## src/rtl/bf_pkg.sv

```systemverilog
// Shared definitions for the shortest-path result walker.
//   bf_state_e : controller state encoding
//   ERR_*      : error codes reported on the err port
//   hop_cnt_w  : width of a hop counter able to hold 0..max_hops
package bf_pkg;

  typedef enum logic [2:0] {
    ST_IDLE      = 3'd0,
    ST_INIT      = 3'd1,
    ST_COMPUTE   = 3'd2,
    ST_DEST_WAIT = 3'd3,
    ST_RD        = 3'd4,
    ST_WALK      = 3'd5,
    ST_DISPLAY   = 3'd6,
    ST_ERROR     = 3'd7
  } bf_state_e;

  localparam logic [1:0] ERR_NONE    = 2'd0;
  localparam logic [1:0] ERR_UNREACH = 2'd1;
  localparam logic [1:0] ERR_LOOP    = 2'd2;
  localparam logic [1:0] ERR_TIMEOUT = 2'd3;

  function automatic int hop_cnt_w(input int max_hops);
    return (max_hops < 1) ? 1 : $clog2(max_hops + 1);
  endfunction

endpackage

```

## src/rtl/bf_walk_timer.sv

```systemverilog
// Per-hop read-latency wait counter and hop counter for the path walk.
//   clk, rst_n : clock and active-low async reset (already synchronised)
//   load       : first hop issued (RD): wait restarts at 1, hop count = 1
//   adv        : hop accepted in WALK: wait restarts at 1, hop count + 1
//   tick       : WALK cycle, advances the wait counter
//   wait_done  : read data for the current hop is valid this cycle
//   hop_cnt    : number of nodes strobed so far in this walk
module bf_walk_timer
  import bf_pkg::*;
#(
  parameter int RD_LAT = 1,
  parameter int HOP_W  = 5
) (
  input  logic             clk,
  input  logic             rst_n,
  input  logic             load,
  input  logic             adv,
  input  logic             tick,
  output logic             wait_done,
  output logic [HOP_W-1:0] hop_cnt
);

  logic [2:0]       wait_q, wait_d;
  logic [HOP_W-1:0] hop_q, hop_d;

  // The wait counter names the cycle within the hop (1..RD_LAT); the
  // address was issued the cycle before cycle 1, so data lands on RD_LAT.
  always_comb begin
    wait_d = wait_q;
    hop_d  = hop_q;
    if (load) begin
      wait_d = 3'd1;
      hop_d  = HOP_W'(1);
    end else if (adv) begin
      wait_d = 3'd1;
      hop_d  = hop_q + HOP_W'(1);
    end else if (tick) begin
      wait_d = wait_q + 3'd1;
    end
  end

  always_ff @(posedge clk or negedge rst_n) begin
    if (!rst_n) begin
      wait_q <= '0;
      hop_q  <= '0;
    end else begin
      wait_q <= wait_d;
      hop_q  <= hop_d;
    end
  end

  assign wait_done = (wait_q == 3'(RD_LAT));
  assign hop_cnt   = hop_q;

endmodule

```

## src/rtl/bf_path_ctrl.sv

```systemverilog
// Controller that runs a shortest-path engine and then walks its
// predecessor memory from a destination back to the source, strobing
// each node for display.
//   CLOCK_50, KEY     : clock, async active-low reset (release synchronised)
//   abort             : soft return to IDLE
//   start/src_in      : begin a compute from a new source
//   new_dest/dst_in   : request a path walk to a destination
//   eng_*             : engine clear/enable/converged handshake
//   pred_*            : predecessor memory read port (RD_LAT latency)
//   path_*            : emitted path nodes, path_last on the source
//   disp_clr/disp_on  : display control
//   err, busy         : error code and activity status
module bf_path_ctrl
  import bf_pkg::*;
#(
  parameter int NODE_W     = 5,
  parameter int RD_LAT     = 1,
  parameter int MAX_HOPS   = 2**NODE_W - 1,
  parameter int COMPUTE_TO = 4096
) (
  input  logic              CLOCK_50,
  input  logic              KEY,
  input  logic              abort,
  input  logic              start,
  input  logic [NODE_W-1:0] src_in,
  input  logic              new_dest,
  input  logic [NODE_W-1:0] dst_in,
  output logic              eng_clear,
  output logic              eng_en,
  input  logic              eng_done,
  output logic              pred_sel,
  output logic [NODE_W-1:0] pred_addr,
  input  logic [NODE_W-1:0] pred_out,
  input  logic              pred_vld,
  output logic [NODE_W-1:0] path_node,
  output logic              path_valid,
  output logic              path_last,
  output logic              disp_clr,
  output logic              disp_on,
  output logic [1:0]        err,
  output logic              busy
);

  localparam int HOP_W = hop_cnt_w(MAX_HOPS);
  localparam int TO_W  = (COMPUTE_TO > 1) ? $clog2(COMPUTE_TO) : 1;
  localparam logic [HOP_W-1:0] HOP_MAX = HOP_W'(MAX_HOPS);
  localparam logic [TO_W-1:0]  TO_LAST = TO_W'(COMPUTE_TO - 1);

  // Reset asserts asynchronously but releases two edges after KEY rises.
  logic [1:0] rst_sync_q, rst_sync_d;
  logic       rst_n;

  assign rst_sync_d = {rst_sync_q[0], 1'b1};

  always_ff @(posedge CLOCK_50 or negedge KEY) begin
    if (!KEY) rst_sync_q <= 2'b00;
    else      rst_sync_q <= rst_sync_d;
  end

  assign rst_n = rst_sync_q[1];

  bf_state_e         state_q, state_d;
  logic [NODE_W-1:0] src_q, src_d, dst_q, dst_d, addr_q, addr_d;
  logic [1:0]        err_q, err_d;
  logic [TO_W-1:0]   to_q, to_d;
  logic              tm_load, tm_adv, tm_tick, wait_done;
  logic [HOP_W-1:0]  hop_cnt;

  bf_walk_timer #(
    .RD_LAT (RD_LAT),
    .HOP_W  (HOP_W)
  ) u_timer (
    .clk       (CLOCK_50),
    .rst_n     (rst_n),
    .load      (tm_load),
    .adv       (tm_adv),
    .tick      (tm_tick),
    .wait_done (wait_done),
    .hop_cnt   (hop_cnt)
  );

  always_comb begin
    state_d    = state_q;
    src_d      = src_q;
    dst_d      = dst_q;
    addr_d     = addr_q;
    err_d      = err_q;
    to_d       = to_q;
    tm_load    = 1'b0;
    tm_adv     = 1'b0;
    tm_tick    = 1'b0;
    eng_clear  = 1'b0;
    eng_en     = 1'b0;
    pred_sel   = 1'b0;
    pred_addr  = '0;
    path_node  = '0;
    path_valid = 1'b0;
    path_last  = 1'b0;
    disp_clr   = 1'b0;
    disp_on    = 1'b0;

    unique case (state_q)
      ST_IDLE: begin
        if (start) begin
          src_d   = src_in;
          state_d = ST_INIT;
        end
      end
      ST_INIT: begin
        eng_clear = 1'b1;
        to_d      = '0;
        state_d   = ST_COMPUTE;
      end
      ST_COMPUTE: begin
        eng_en = 1'b1;
        if (eng_done) begin
          state_d = ST_DEST_WAIT;
        end else if (to_q == TO_LAST) begin
          err_d   = ERR_TIMEOUT;
          state_d = ST_ERROR;
        end else begin
          to_d = to_q + TO_W'(1);
        end
      end
      ST_DEST_WAIT: begin
        if (new_dest) begin
          dst_d   = dst_in;
          state_d = ST_RD;
        end
      end
      ST_RD: begin
        pred_sel   = 1'b1;
        pred_addr  = dst_q;
        path_valid = 1'b1;
        path_node  = dst_q;
        disp_clr   = 1'b1;
        tm_load    = 1'b1;
        addr_d     = dst_q;
        if (dst_q == src_q) begin
          path_last = 1'b1;
          state_d   = ST_DISPLAY;
        end else begin
          state_d = ST_WALK;
        end
      end
      ST_WALK: begin
        pred_sel  = 1'b1;
        pred_addr = addr_q;
        tm_tick   = 1'b1;
        if (wait_done) begin
          if (!pred_vld) begin
            err_d   = ERR_UNREACH;
            state_d = ST_ERROR;
          end else if (pred_out == src_q) begin
            path_valid = 1'b1;
            path_node  = pred_out;
            path_last  = 1'b1;
            state_d    = ST_DISPLAY;
          end else if (hop_cnt >= HOP_MAX) begin
            err_d   = ERR_LOOP;
            state_d = ST_ERROR;
          end else begin
            // Issue the next read in the same cycle the hop is emitted so
            // every hop costs exactly RD_LAT cycles.
            path_valid = 1'b1;
            path_node  = pred_out;
            pred_addr  = pred_out;
            addr_d     = pred_out;
            tm_adv     = 1'b1;
          end
        end
      end
      ST_DISPLAY: begin
        disp_on = 1'b1;
        if (start) begin
          src_d   = src_in;
          state_d = ST_INIT;
        end else if (new_dest) begin
          dst_d   = dst_in;
          state_d = ST_RD;
        end
      end
      ST_ERROR: begin
        if (start) begin
          src_d   = src_in;
          err_d   = ERR_NONE;
          state_d = ST_INIT;
        end else if (new_dest && (err_q != ERR_TIMEOUT)) begin
          dst_d   = dst_in;
          err_d   = ERR_NONE;
          state_d = ST_RD;
        end
      end
      default: state_d = ST_IDLE;
    endcase

    if (abort) begin
      state_d = ST_IDLE;
      err_d   = ERR_NONE;
    end
  end

  always_ff @(posedge CLOCK_50 or negedge rst_n) begin
    if (!rst_n) begin
      state_q <= ST_IDLE;
      src_q   <= '0;
      dst_q   <= '0;
      addr_q  <= '0;
      err_q   <= ERR_NONE;
      to_q    <= '0;
    end else begin
      state_q <= state_d;
      src_q   <= src_d;
      dst_q   <= dst_d;
      addr_q  <= addr_d;
      err_q   <= err_d;
      to_q    <= to_d;
    end
  end

  assign err  = err_q;
  assign busy = !((state_q == ST_IDLE) || (state_q == ST_DISPLAY) ||
                  (state_q == ST_ERROR));

endmodule

```

## config.mk

```make
export PLATFORM = sky130hd
export DESIGN_NAME = bf_path_ctrl
export DESIGN_NICKNAME = d
export VERILOG_FILES = /design/src/rtl/bf_pkg.sv /design/src/rtl/bf_walk_timer.sv /design/src/rtl/bf_path_ctrl.sv
export SDC_FILE = /design/constraint.sdc
export NUM_CORES = 1
export LEC_CHECK = 0
export BUFFER_PORTS_ARGS = -buffer_cell sky130_fd_sc_hd__buf_4
export CORE_UTILIZATION = 35
export CTS_CLUSTER_DIAMETER = 80
export DETAILED_ROUTE_END_ITERATION = 8
export HOLD_SLACK_MARGIN = 0.12
export SLEW_MARGIN = 20
export SYNTH_ARGS = -nofsm -noshare
export SYNTH_HDL_FRONTEND = slang
export SYNTH_SLANG_ARGS = --single-unit
```

## constraint.sdc

```tcl
create_clock -name CLOCK_50 -period 3.1 [get_ports CLOCK_50]
set_clock_uncertainty 0.15 [all_clocks]
set_input_delay 0.465 -clock CLOCK_50 [delete_from_list [all_inputs] [get_ports CLOCK_50]]
set_output_delay 0.465 -clock CLOCK_50 [all_outputs]
set_load 0.02 [all_outputs]
```

### After elaboration in Yosys (flattened, before gate mapping)

Index checks and enable logic that the tools add are counted.
W data, S select, Z words.

* multiplexer cells: 68
* reduce and logical (&&, ||, !) cells: 18
* eq/ne operators: 26
* magnitude comparators: 1
* add/subtract/negate cells: 3

Operator list (count)
* $mux W5: 14
* $mux W3: 15
* $pmux W5 S2: 3
* $mux W12: 2
* $pmux W12 S2: 1
* $pmux W3 S8: 1
* $mux W2: 10
* $mux W1: 18
* $ne A4 B4 Y1 const B: 4
* $pmux W5 S3: 1
* $add A12 B1 Y12 const B: 1
* $eq A12 B12 Y1 const B: 1
* $eq A3 B3 Y1 const B: 4
* $ne A2 B2 Y1 const B: 6
* $eq A5 B5 Y1: 2
* $ne A3 B3 Y1 const B: 3
* $reduce_and A7 Y1: 1
* $eq A3 B1 Y1 const B: 2
* $eq A3 B2 Y1 const B: 2
* $pmux W2 S3: 1
* $reduce_bool A2 Y1: 3
* $reduce_bool A3 Y1: 2
* $add A5 B1 Y5 const B: 1
* $ge A5 B5 Y1 const B: 1
* other kinds (15): 17

* word-level logic and storage cells: 125
* output and inout port bits: 20
* bits in registers: 42
* bits of input ports: 22

### Depth between registers and ports, before layout

Gate-level depths: netlist of run 1.

* depth after elaboration: 8
* mapped depth: 9
* mapped depth without buffers: 8

### By module

From an unflattened synthesis of run 1, not the netlist that was laid out.

* cell total of the unflattened synthesis: 262
* area, all modules: 2541.2 µm²

By module, submodules not included
* bf_path_ctrl: area each 2090.8 µm², sequential area each 850.8 µm², cells each 224, times used 1
* bf_walk_timer: area each 450.4 µm², sequential area each 200.2 µm², cells each 38, times used 1

### Worst setup path before layout of run 1

No wires, ideal clock.

* kind: register to output
* start point: register u_timer.hop_q[0] (netlist: u_timer.hop_cnt[0])
* end point: output pred_addr[0]
* data arrival time: 2100 ps
* slack: 385 ps
* path buffers: 1
* data required time: 2485 ps
* cell stages (with the launch flop): 9
* cell sequence: dfrtp_1 -> ha_1 -> and3_1 -> ha_1 -> a31o_2 -> or3_1 -> buf_2 -> mux2i_1 -> o21bai_1

* cells in the longest elaborated chain, start to end: 6

Ends and longest elaborated chain
* from (decl): RTL line bf_walk_timer.sv:24 `logic [HOP_W-1:0] hop_q, hop_d;`
* from (signal assigned): RTL line bf_walk_timer.sv:48 `hop_q <= hop_d;`
* $ge A5 B5 Y1: RTL line bf_path_ctrl.sv:159 `end else if (hop_cnt >= HOP_MAX) begin`
* $mux W5: RTL line bf_path_ctrl.sv:159
* $mux W5: RTL line bf_path_ctrl.sv:154 `end else if (pred_out == src_q) begin`
* $mux W5 (2 in series)
* $pmux W5 S2: RTL line bf_path_ctrl.sv:102 `unique case (state_q)`
* to (decl): RTL line bf_path_ctrl.sv:32 `output logic [NODE_W-1:0] pred_addr,`

No other way between the ends.

### Final worst setup path of run 1

Ends and elaborated chain as after synthesis.

==> flow_summary.json, run 1 <==
{
  "status": "finished clean",
  "synth_top_family_by_area": "simple AND/OR/NAND/NOR gates",
  "crit_start": "u_timer.hop_cnt[0]$_DFFE_PN0P_",
  "grt_max_degree": 21,
  "die_area_sq_mm": 0.00760,
  "cp_num_buf_inv": 1,
  "clockBufferDepth": 2,
  "yosysWarnings": 0,
  "ant_nets": 0,
  "drc": 0,
  "synth-async-reset-ratio": 1.00,
  "die_y_um": 87.2,
  "synthFlopType": "dfrtp_1",
  "dp_hpwl_um": 4440,
  "p_per_area_mw_per_mm2": 657,
  "synth_compound_area_frac": 0.186,
  "setup_tns_ps": 0,
  "place.gp.congestion": 0.798,
  "clock-root-buffer": "clkbuf_8",
  "portBuffers": 41,
  "ys_ff_latch": 42,
  "fin_crit_sh": 0.958,
  "io_pins": 42,
  "cts_tree": "built",
  "syn_area_sq_mm": 0.00254,
  "p_leak_uw": 0.00144,
  "via_count": 2133,
  "wl_per_cell_um": 14.5,
  "start_kind": "flip-flop",
  "syn-num-nets": 296,
  "fmax_ghz": 0.337,
  "max-vdd-ir-drop_mv": 0.281,
  "synthAdderAreaFrac": 0.0246,
  "worstSkewPairLatency_ps": 290,
  "synth_xor_xnor_area_share": 0.0655,
  "ys_seq_area_frac": 0.414,
  "crit_top_cell": "ha_2",
  "grt-ovfl-total": 0,
  "maxCapViolCount": 0,
  "final_util": 0.450,
  "n_antenna_cell": 0,
  "cts.clk_slew.worst_paths_ps": 80,
  "totalWireLength_um": 5980,
  "grt_pass1_vias": 1991,
  "hp-class": "reg -> async",
  "slew_viol_final": 0,
  "cts_inserted_buffers": 5,
  "syn_inst": 269,
  "hold_violations": 0,
  "rows": 30,
  "cp.arrival_ps": 2360,
  "reg2reg_from": "u_timer.hop_cnt[0]$_DFFE_PN0P_",
  "area_growth_pct": 22.4,
  "fp.coreArea_sq_mm": 0.00691,
  "post-route-min-period_ps": 2970,
  "synth_edf_count": 0,
  "crit_fanout": 7,
  "crit_path_end_kind": "output port",
  "htree_levels": 2,
  "vias_per_cell": 5.15,
  "synth_mux_area_frac": 0.0640,
  "tightest_slew_ps": 772,
  "die_width_um": 87.2,
  "initialDrtViolationCount": 117,
  "crit_slowest_cell": "or3_4",
  "antenna_found_initial": 0,
  "crit_type": "reg -> out",
  "synth_cell_type_count": 53,
  "cts.sinks": 42,
  "grt_pass1_wl_um": 9810,
  "start_util": 0.368,
  "required_ps": 2480,
  "grt_setup_unrepaired": "false",
  "layout-drive-gt1-share": 0.261,
  "crit_family": "simple AND/OR/NAND/NOR gates",
  "synth_area_per_cell_sq_um": 9.44,
  "drt_first_pass_iters": 4,
  "setup_viol": 0,
  "yosys.area_share.simple": 0.217,
  "cp_cell_sequence": "ha_2, and3_1, ha_2, a31o_2, or3_4, mux2i_1, o21bai_1, buf_4",
  "final_common_cell": "buf_4",
  "track_usage": 0.168,
  "cpPeakStageDelay_ps": 430,
  "finalNetCount": 344,
  "slew_headroom": 0.485,
  "most-common-layout-cells": "50 x buf_4, 42 x dfrtp_1, 30 x nor2_1"
}
synth_stat cells (2+ instances only):
cell / number / area [sq um]
nand2_1: 25 / 93.8
nand3_1: 5 / 25.0
o21ai_1: 3 / 15.0
mux2_2: 10 / 113
xnor2_1: 5 / 43.8
inv_1: 7 / 26.3
nor3b_1: 2 / 15.0
nor2_1: 31 / 116
nor3_1: 7 / 35.0
ha_1: 5 / 62.6
or3_1: 5 / 31.3
a22oi_1: 3 / 22.5
mux2i_1: 5 / 50.1
dfrtp_1: 42 / 1050
a32o_1: 2 / 20.0
xor2_1: 14 / 123
nand2b_1: 4 / 25.0
a21o_1: 5 / 37.5
nor2b_1: 4 / 25.0
a221o_1: 5 / 50.1
buf_2: 3 / 15.0
and3_1: 5 / 31.3
a31o_2: 2 / 17.5
a21oi_1: 14 / 70.1
clkbuf_1: 5 / 18.8
and2_1: 6 / 37.5
o21bai_1: 6 / 45.0
nand4_1: 3 / 18.8
o32ai_1: 3 / 26.3
o21ai_0: 10 / 50.1
path summary, 6_finish.rpt:
path	endpoint	slack, ps	cells past startpoint
setup / recovery	pred_addr[0]	130	8
hold / removal	to_q[6]$_DFFE_PN0P_	180	0
setup reg to reg	addr_q[0]$_DFFE_PN0P_	590	7
hold reg to reg	to_q[6]$_DFFE_PN0P_	180	0
max in group asynchronous	u_timer.wait_q[1]$_DFFE_PN0P_	1920	1
min in group CLOCK_50	rst_sync_q[1]$_DFF_PN0_	210	0
registers in the layout, summed over array words and instances, names as in the netlist:
register / count
err: 2
dst_q: 5
rst_sync_q: 2
u_timer.hop_cnt: 5
to_q: 12
addr_q: 5
state_q: 3
u_timer.wait_q: 3
src_q: 5
layer usage:
layer,global-route usage,vias to the layer above,part of all wire
met3,0.0313,5,0.049
li1,-,1054,-
met4,0.0537,0,0.010
met5,0,-,0
met1,0.238,1022,0.48
met2,0.258,52,0.46
timing repair:
action,CTS,global route
hold endpoints to repair,2,0
pin swaps,0,2
setup endpoints to repair,5,7
setup buffers,0,1
hold buffers,1,0
resized for setup,1,3
stage by stage:
step / cells / total power [uW] / setup WS [ps] / hold WS (ps) / instance area (sq um)
floorplan: 269 / 1420 / 385 / 19.4 / 2540
global placement: 404 / 1650 / 339 / 99.1 / 2980
detailed placement: 404 / 1660 / 295 / 98.6 / 2980
CTS: 413 / 2050 / 90.7 / 210 / 3090
global route: 414 / 2200 / 6.01 / 228 / 3110
finish: 414 / 2040 / 130 / 175 / 3110
logic make-up after synthesis:
kind of cell | Yosys count
and+or+nand+nor | 106
AOI/OAI and AO/OA | 64
DFF | 42
xor gates and xnor gates | 19
buffers and inverters | 17
muxes | 15
adders and majority gates | 5
other | 1
cell type report:
type                       instances  area (sq um)
fill                             704          3800
multi-input combinational        210          1430
sequential                        42          1050
timing repair buffer              51           385
tap                               96           120
clock buffer                       6          82.6
inverter                           7          26.3
clock inverter                     2          12.5
where the power goes:
part / switching, uW / internal [uW]
clock: 198 / 179
combinational: 417 / 392
sequential: 160 / 698
Note: power is estimated with default switching activity, not from simulation.
==> run 2: changes to the inputs <==
- clock period: 3.1 -> 3.13 ns (I/O delays scaled with it)
==> flow_summary.json, run 2 (synthesis results as in run 1) <==
{
  "status": "finished clean",
  "wl_per_cell_um": 14.5,
  "fin_crit_sh": 0.954,
  "max-vdd-ir-drop_mv": 0.364,
  "place.gp.congestion": 0.777,
  "initialDrtViolationCount": 117,
  "rows": 30,
  "htree_levels": 2,
  "die_width_um": 87.2,
  "crit_type": "reg -> out",
  "setup_viol": 0,
  "grt_pass1_vias": 2070,
  "slew_headroom": 0.506,
  "p_int_uw": 1310,
  "worst_r2r_endpoint": "addr_q[3]$_DFFE_PN0P_",
  "cts.sinks": 42,
  "final_common_cell": "buf_4",
  "regMostFlops": "to_q",
  "cts.clk_slew.worst_paths_ps": 80,
  "p_per_area_mw_per_mm2": 667,
  "layout-drive-gt1-share": 0.249,
  "crit_fanout": 8,
  "portBuffers": 41,
  "tightest_slew_ps": 741,
  "maxCapViolCount": 0,
  "area_growth_pct": 22.5,
  "seq_power_share": 0.401,
  "drc": 0,
  "fmax_ghz": 0.335,
  "die_y_um": 87.2,
  "reg2reg_from": "u_timer.hop_cnt[0]$_DFFE_PN0P_",
  "hold_violations": 0,
  "crit_path_end_kind": "output port",
  "switching_power_uw": 762,
  "grt_setup_unrepaired": "false",
  "fillers": 709,
  "grt_pass1_wl_um": 10100,
  "die_area_sq_mm": 0.00760,
  "dp_hpwl_um": 4460,
  "combPwrFrac": 0.390,
  "required_ps": 2510,
  "hp-class": "reg -> async",
  "reg2reg_slack_ps": 590,
  "vias_per_cell": 5.12,
  "cts_tree": "built",
  "slew_viol_final": 0,
  "finalNetCount": 343,
  "ant_nets": 0,
  "grt-ovfl-total": 0,
  "clockBufferDepth": 2,
  "postCtsSetupRepairBufs": 0,
  "antenna_found_initial": 0,
  "cp.arrival_ps": 2370,
  "n_antenna_cell": 0,
  "cts_inserted_buffers": 5,
  "p_leak_uw": 0.00145,
  "switching_share": 0.367,
  "drt_first_pass_iters": 4,
  "track_usage": 0.172,
  "post-route-min-period_ps": 2990,
  "reg2reg_depth": 7,
  "fp.coreArea_sq_mm": 0.00691,
  "via_count": 2116,
  "largest_reg_flops": 12,
  "grt_max_degree": 41,
  "worstSkewPairLatency_ps": 300,
  "clock-root-buffer": "clkbuf_8",
  "totalWireLength_um": 5990,
  "p_clk_frac": 0.209,
  "io_pins": 42,
  "most-common-layout-cells": "49 x buf_4, 42 x dfrtp_1, 30 x nor2_1",
  "setup_tns_ps": 0,
  "start_kind": "flip-flop",
  "start_util": 0.368,
  "final_util": 0.450
}
==> run 2: cell type report <==
class | instances | area, sq um | area share
sequential | 42 | 1050 | 0.338
clock inverter | 2 | 37.5 | 0.0121
inverter | 7 | 26.3 | 0.00845
clock buffer | 6 | 72.6 | 0.0233
multi-input combinational | 210 | 1430 | 0.458
tap | 96 | 120 | 0.0386
timing repair buffer | 50 | 378 | 0.121
==> run 2: worst max-delay path, cell delays in order (launching register included) <==
cell      delay (ps)
dfrtp_1          410
ha_1             210
and3_1           180
ha_1             180
a31o_2           240
or3_4            400
mux2i_1          140
o21bai_1         140
buf_4            160
==> run 2: worst max path at each step <==
stage                                              start      endpoint  slack (ps)  depth (start not counted)
final                     u_timer.hop_cnt[0]$_DFFE_PN0P_  pred_addr[1]         140                          8
after global routing      u_timer.hop_cnt[0]$_DFFE_PN0P_  pred_addr[3]           7                          8
after CTS                 u_timer.hop_cnt[0]$_DFFE_PN0P_  pred_addr[1]         0.2                          8
after detailed placement  u_timer.hop_cnt[0]$_DFFE_PN0P_  pred_addr[1]         330                          8
after global placement    u_timer.hop_cnt[0]$_DFFE_PN0P_  pred_addr[0]         370                          8
after floorplan           u_timer.hop_cnt[0]$_DFFE_PN0P_  pred_addr[0]         410                          8
==> run 2: timing repair <==
action                                  4_1_cts  5_1_grt
endpoints found under the setup margin        0       10
endpoints found under the hold margin         2        0
gates resized for setup                       0        2
hold buffers                                  1        0
==> run 2: metrics by stage <==
stage	worst slack (ps)	total power, uW	hold WS, ps	instance area (sq um)	cells
floorplan	411	1410	23.9	2540	269
global placement	367	1630	104	2980	404
detailed placement	335	1650	103	2980	404
CTS	0.174	2090	205	3100	413
global route	7.27	2220	217	3110	413
finish	144	2080	170	3110	413
==> run 2: routing by layer <==
metal,up-vias,global-route usage,share of wire
li1,1056,-,-
met1,1021,0.249,0.49
met2,35,0.268,0.46
met3,4,0.0303,0.038
met4,0,0.0447,0.0087
met5,-,0,0
==> run 2: power groups by stage <==
| stage | sequential (uW) | combinational [uW] | clock [uW] |
|---|---|---|---|
| 6_report | 833 | 810 | 433 |
| 5_1_grt | 854 | 900 | 470 |
| 4_1_cts | 834 | 813 | 446 |
| 3_5_place_dp | 842 | 813 | 0 |
| 3_3_place_gp | 837 | 795 | 0 |
| 2_1_floorplan | 817 | 591 | 0 |
==> run 3: changes to the inputs <==
- CORE_MARGIN: not set -> 2
==> flow_summary.json, run 3 (synthesis results as in run 1) <==
{
  "status": "finished clean",
  "tightest_slew_ps": 722,
  "required_ps": 2510,
  "hold_violations": 0,
  "grt_pass1_wl_um": 10000,
  "maxCapViolCount": 0,
  "cts.sinks": 42,
  "seqCellArea_sq_mm": 0.00105,
  "finalNetCount": 343,
  "grt-ovfl-total": 0,
  "path_depth": 8,
  "wl_met3_um": 208,
  "cp_num_buf_inv": 1,
  "grt_pass1_vias": 2044,
  "rows": 31,
  "regMostFlops": "to_q",
  "n_antenna_cell": 0,
  "fin_crit_sh": 0.960,
  "crit_path_end_kind": "output port",
  "fp.coreArea_sq_mm": 0.00714,
  "cp_cell_sequence": "ha_2, and3_1, ha_2, a31o_4, or3_4, mux2i_1, o21bai_1, buf_4",
  "final_cell_count_no_fill": 416,
  "htree_levels": 2,
  "wl_per_cell_um": 14.5,
  "die_area_sq_mm": 0.00795,
  "antenna_found_initial": 0,
  "ant_nets": 0,
  "place.gp.congestion": 0.833,
  "reg2reg_slack_ps": 620,
  "worstSkewPairLatency_ps": 300,
  "p_leak_uw": 0.00144,
  "crit_fanout": 8,
  "crit_type": "reg -> out",
  "crit_slowest_cell": "or3_4",
  "clockBufferDepth": 2,
  "dpl_cell_area_sq_mm": 0.00299,
  "setup_viol": 0,
  "placed_cells": 407,
  "fmax_ghz": 0.333,
  "area_growth_pct": 22.8,
  "slew_viol_final": 0,
  "slew_headroom": 0.519,
  "cts_tree": "built",
  "dp_hpwl_um": 4490,
  "vias_per_cell": 5.09,
  "post-route-min-period_ps": 3000,
  "reg2reg_from": "u_timer.hop_cnt[0]$_DFFE_PN0P_",
  "highest_layer": "met4",
  "fin_area_sq_mm": 0.00312,
  "largest_reg_flops": 12,
  "crit_family": "simple AND/OR/NAND/NOR gates",
  "postCtsSetupRepairBufs": 0,
  "io_pins": 42,
  "multi_input_area_sq_mm": 0.00145,
  "initialDrtViolationCount": 98,
  "cts.clk_slew.worst_paths_ps": 80,
  "die_width_um": 89.2,
  "track_usage": 0.161,
  "start_util": 0.356,
  "most-common-layout-cells": "49 x buf_4, 42 x dfrtp_1, 30 x nor2_1",
  "wl_met2_um": 2720,
  "critPathCapture": "pred_addr[3]",
  "portBuffers": 41,
  "cts_inserted_buffers": 5,
  "via_count": 2119,
  "die_y_um": 89.2,
  "totalWireLength_um": 6030,
  "worst_r2r_endpoint": "addr_q[1]$_DFFE_PN0P_",
  "cp.arrival_ps": 2390,
  "start_kind": "flip-flop",
  "clock-root-buffer": "clkbuf_8",
  "cpPeakStageDelay_ps": 430,
  "grt_max_degree": 41,
  "grt_setup_unrepaired": "false",
  "hp-class": "reg -> async",
  "setup_tns_ps": 0,
  "crit_top_cell": "ha_2",
  "final_util": 0.437,
  "fillers": 735,
  "layout-drive-gt1-share": 0.262,
  "drc": 0,
  "crit_start": "u_timer.hop_cnt[0]$_DFFE_PN0P_",
  "max-vdd-ir-drop_mv": 0.242,
  "final_common_cell": "buf_4",
  "reg2reg_depth": 7,
  "drt_first_pass_iters": 4,
  "p_per_area_mw_per_mm2": 649,
  "route.layer.met1.wl_um": 3010
}
==> run 3: changes by cell type in the layout (fill, tap and decap cells not counted) <==
cell / change
bufinv_16: -1
a31o_4: +1
a31o_2: -1
ha_2: +2
clkbuf_1: -1
clkbuf_8: +1
a31oi_2: +1
clkinv_2: +1
a31oi_1: -1
ha_1: -2
==> run 3: power by group <==
part	total (uW)	internal (uW)	switching, uW	leakage, uW
registers	840	691	149	0.000542
clock network	376	178	198	0.0000472
logic	810	385	424	0.000854
total	2030	1250	772	0.00144
==> run 3: worst min-delay path by stage <==
stage,from,endpoint,slack [ps]
CTS,rst_sync_q[1]$_DFF_PN0_,to_q[5]$_DFFE_PN0P_,190
global placement,KEY,rst_sync_q[0]$_DFF_PN0_,100
floorplan,KEY,rst_sync_q[0]$_DFF_PN0_,20
finish,rst_sync_q[1]$_DFF_PN0_,dst_q[1]$_DFFE_PN0P_,170
global route,rst_sync_q[0]$_DFF_PN0_,rst_sync_q[1]$_DFF_PN0_,210
detailed placement,KEY,rst_sync_q[0]$_DFF_PN0_,100
==> run 3: what timing repair did <==
item	in CTS	in global routing
pin swaps	0	2
gates resized for setup	1	5
hold buffers	1	0
hold endpoints to repair	2	0
setup endpoints to repair	1	7
==> run 3: layer usage <==
metal  vias to the layer above  global-route usage
met1                      1029               0.235
met3                         7              0.0286
met2                        31               0.240
li1                       1052                   -
met5                         -                   0
met4                         0              0.0570
==> run 3: final cells by class <==
class / instances / share of cell area
Clock buffer: 6 / 0.0265
Multi-Input combinational cell: 210 / 0.463
Tap cell: 99 / 0.0397
Timing Repair Buffer: 50 / 0.121
Sequential cell: 42 / 0.337
Inverter: 7 / 0.00842
Clock inverter: 2 / 0.00401
==> run 3: metrics by stage <==
step / setup slack [ps] / hold WS, ps / total power [uW]
after global routing: 12.9 / 214 / 2170
after global placement: 362 / 103 / 1630
after detailed placement: 335 / 103 / 1650
after CTS: 100 / 189 / 2040
after floorplan: 411 / 23.9 / 1410
final: 125 / 167 / 2030
==> run 3: worst reg2reg max path, cell delays in order (launching register included) <==
cell	delay, ps
dfrtp_1	410
ha_2	190
and3_1	180
ha_2	180
a31o_4	220
a2111oi_4	520
nor2_1	210
a221o_1	330
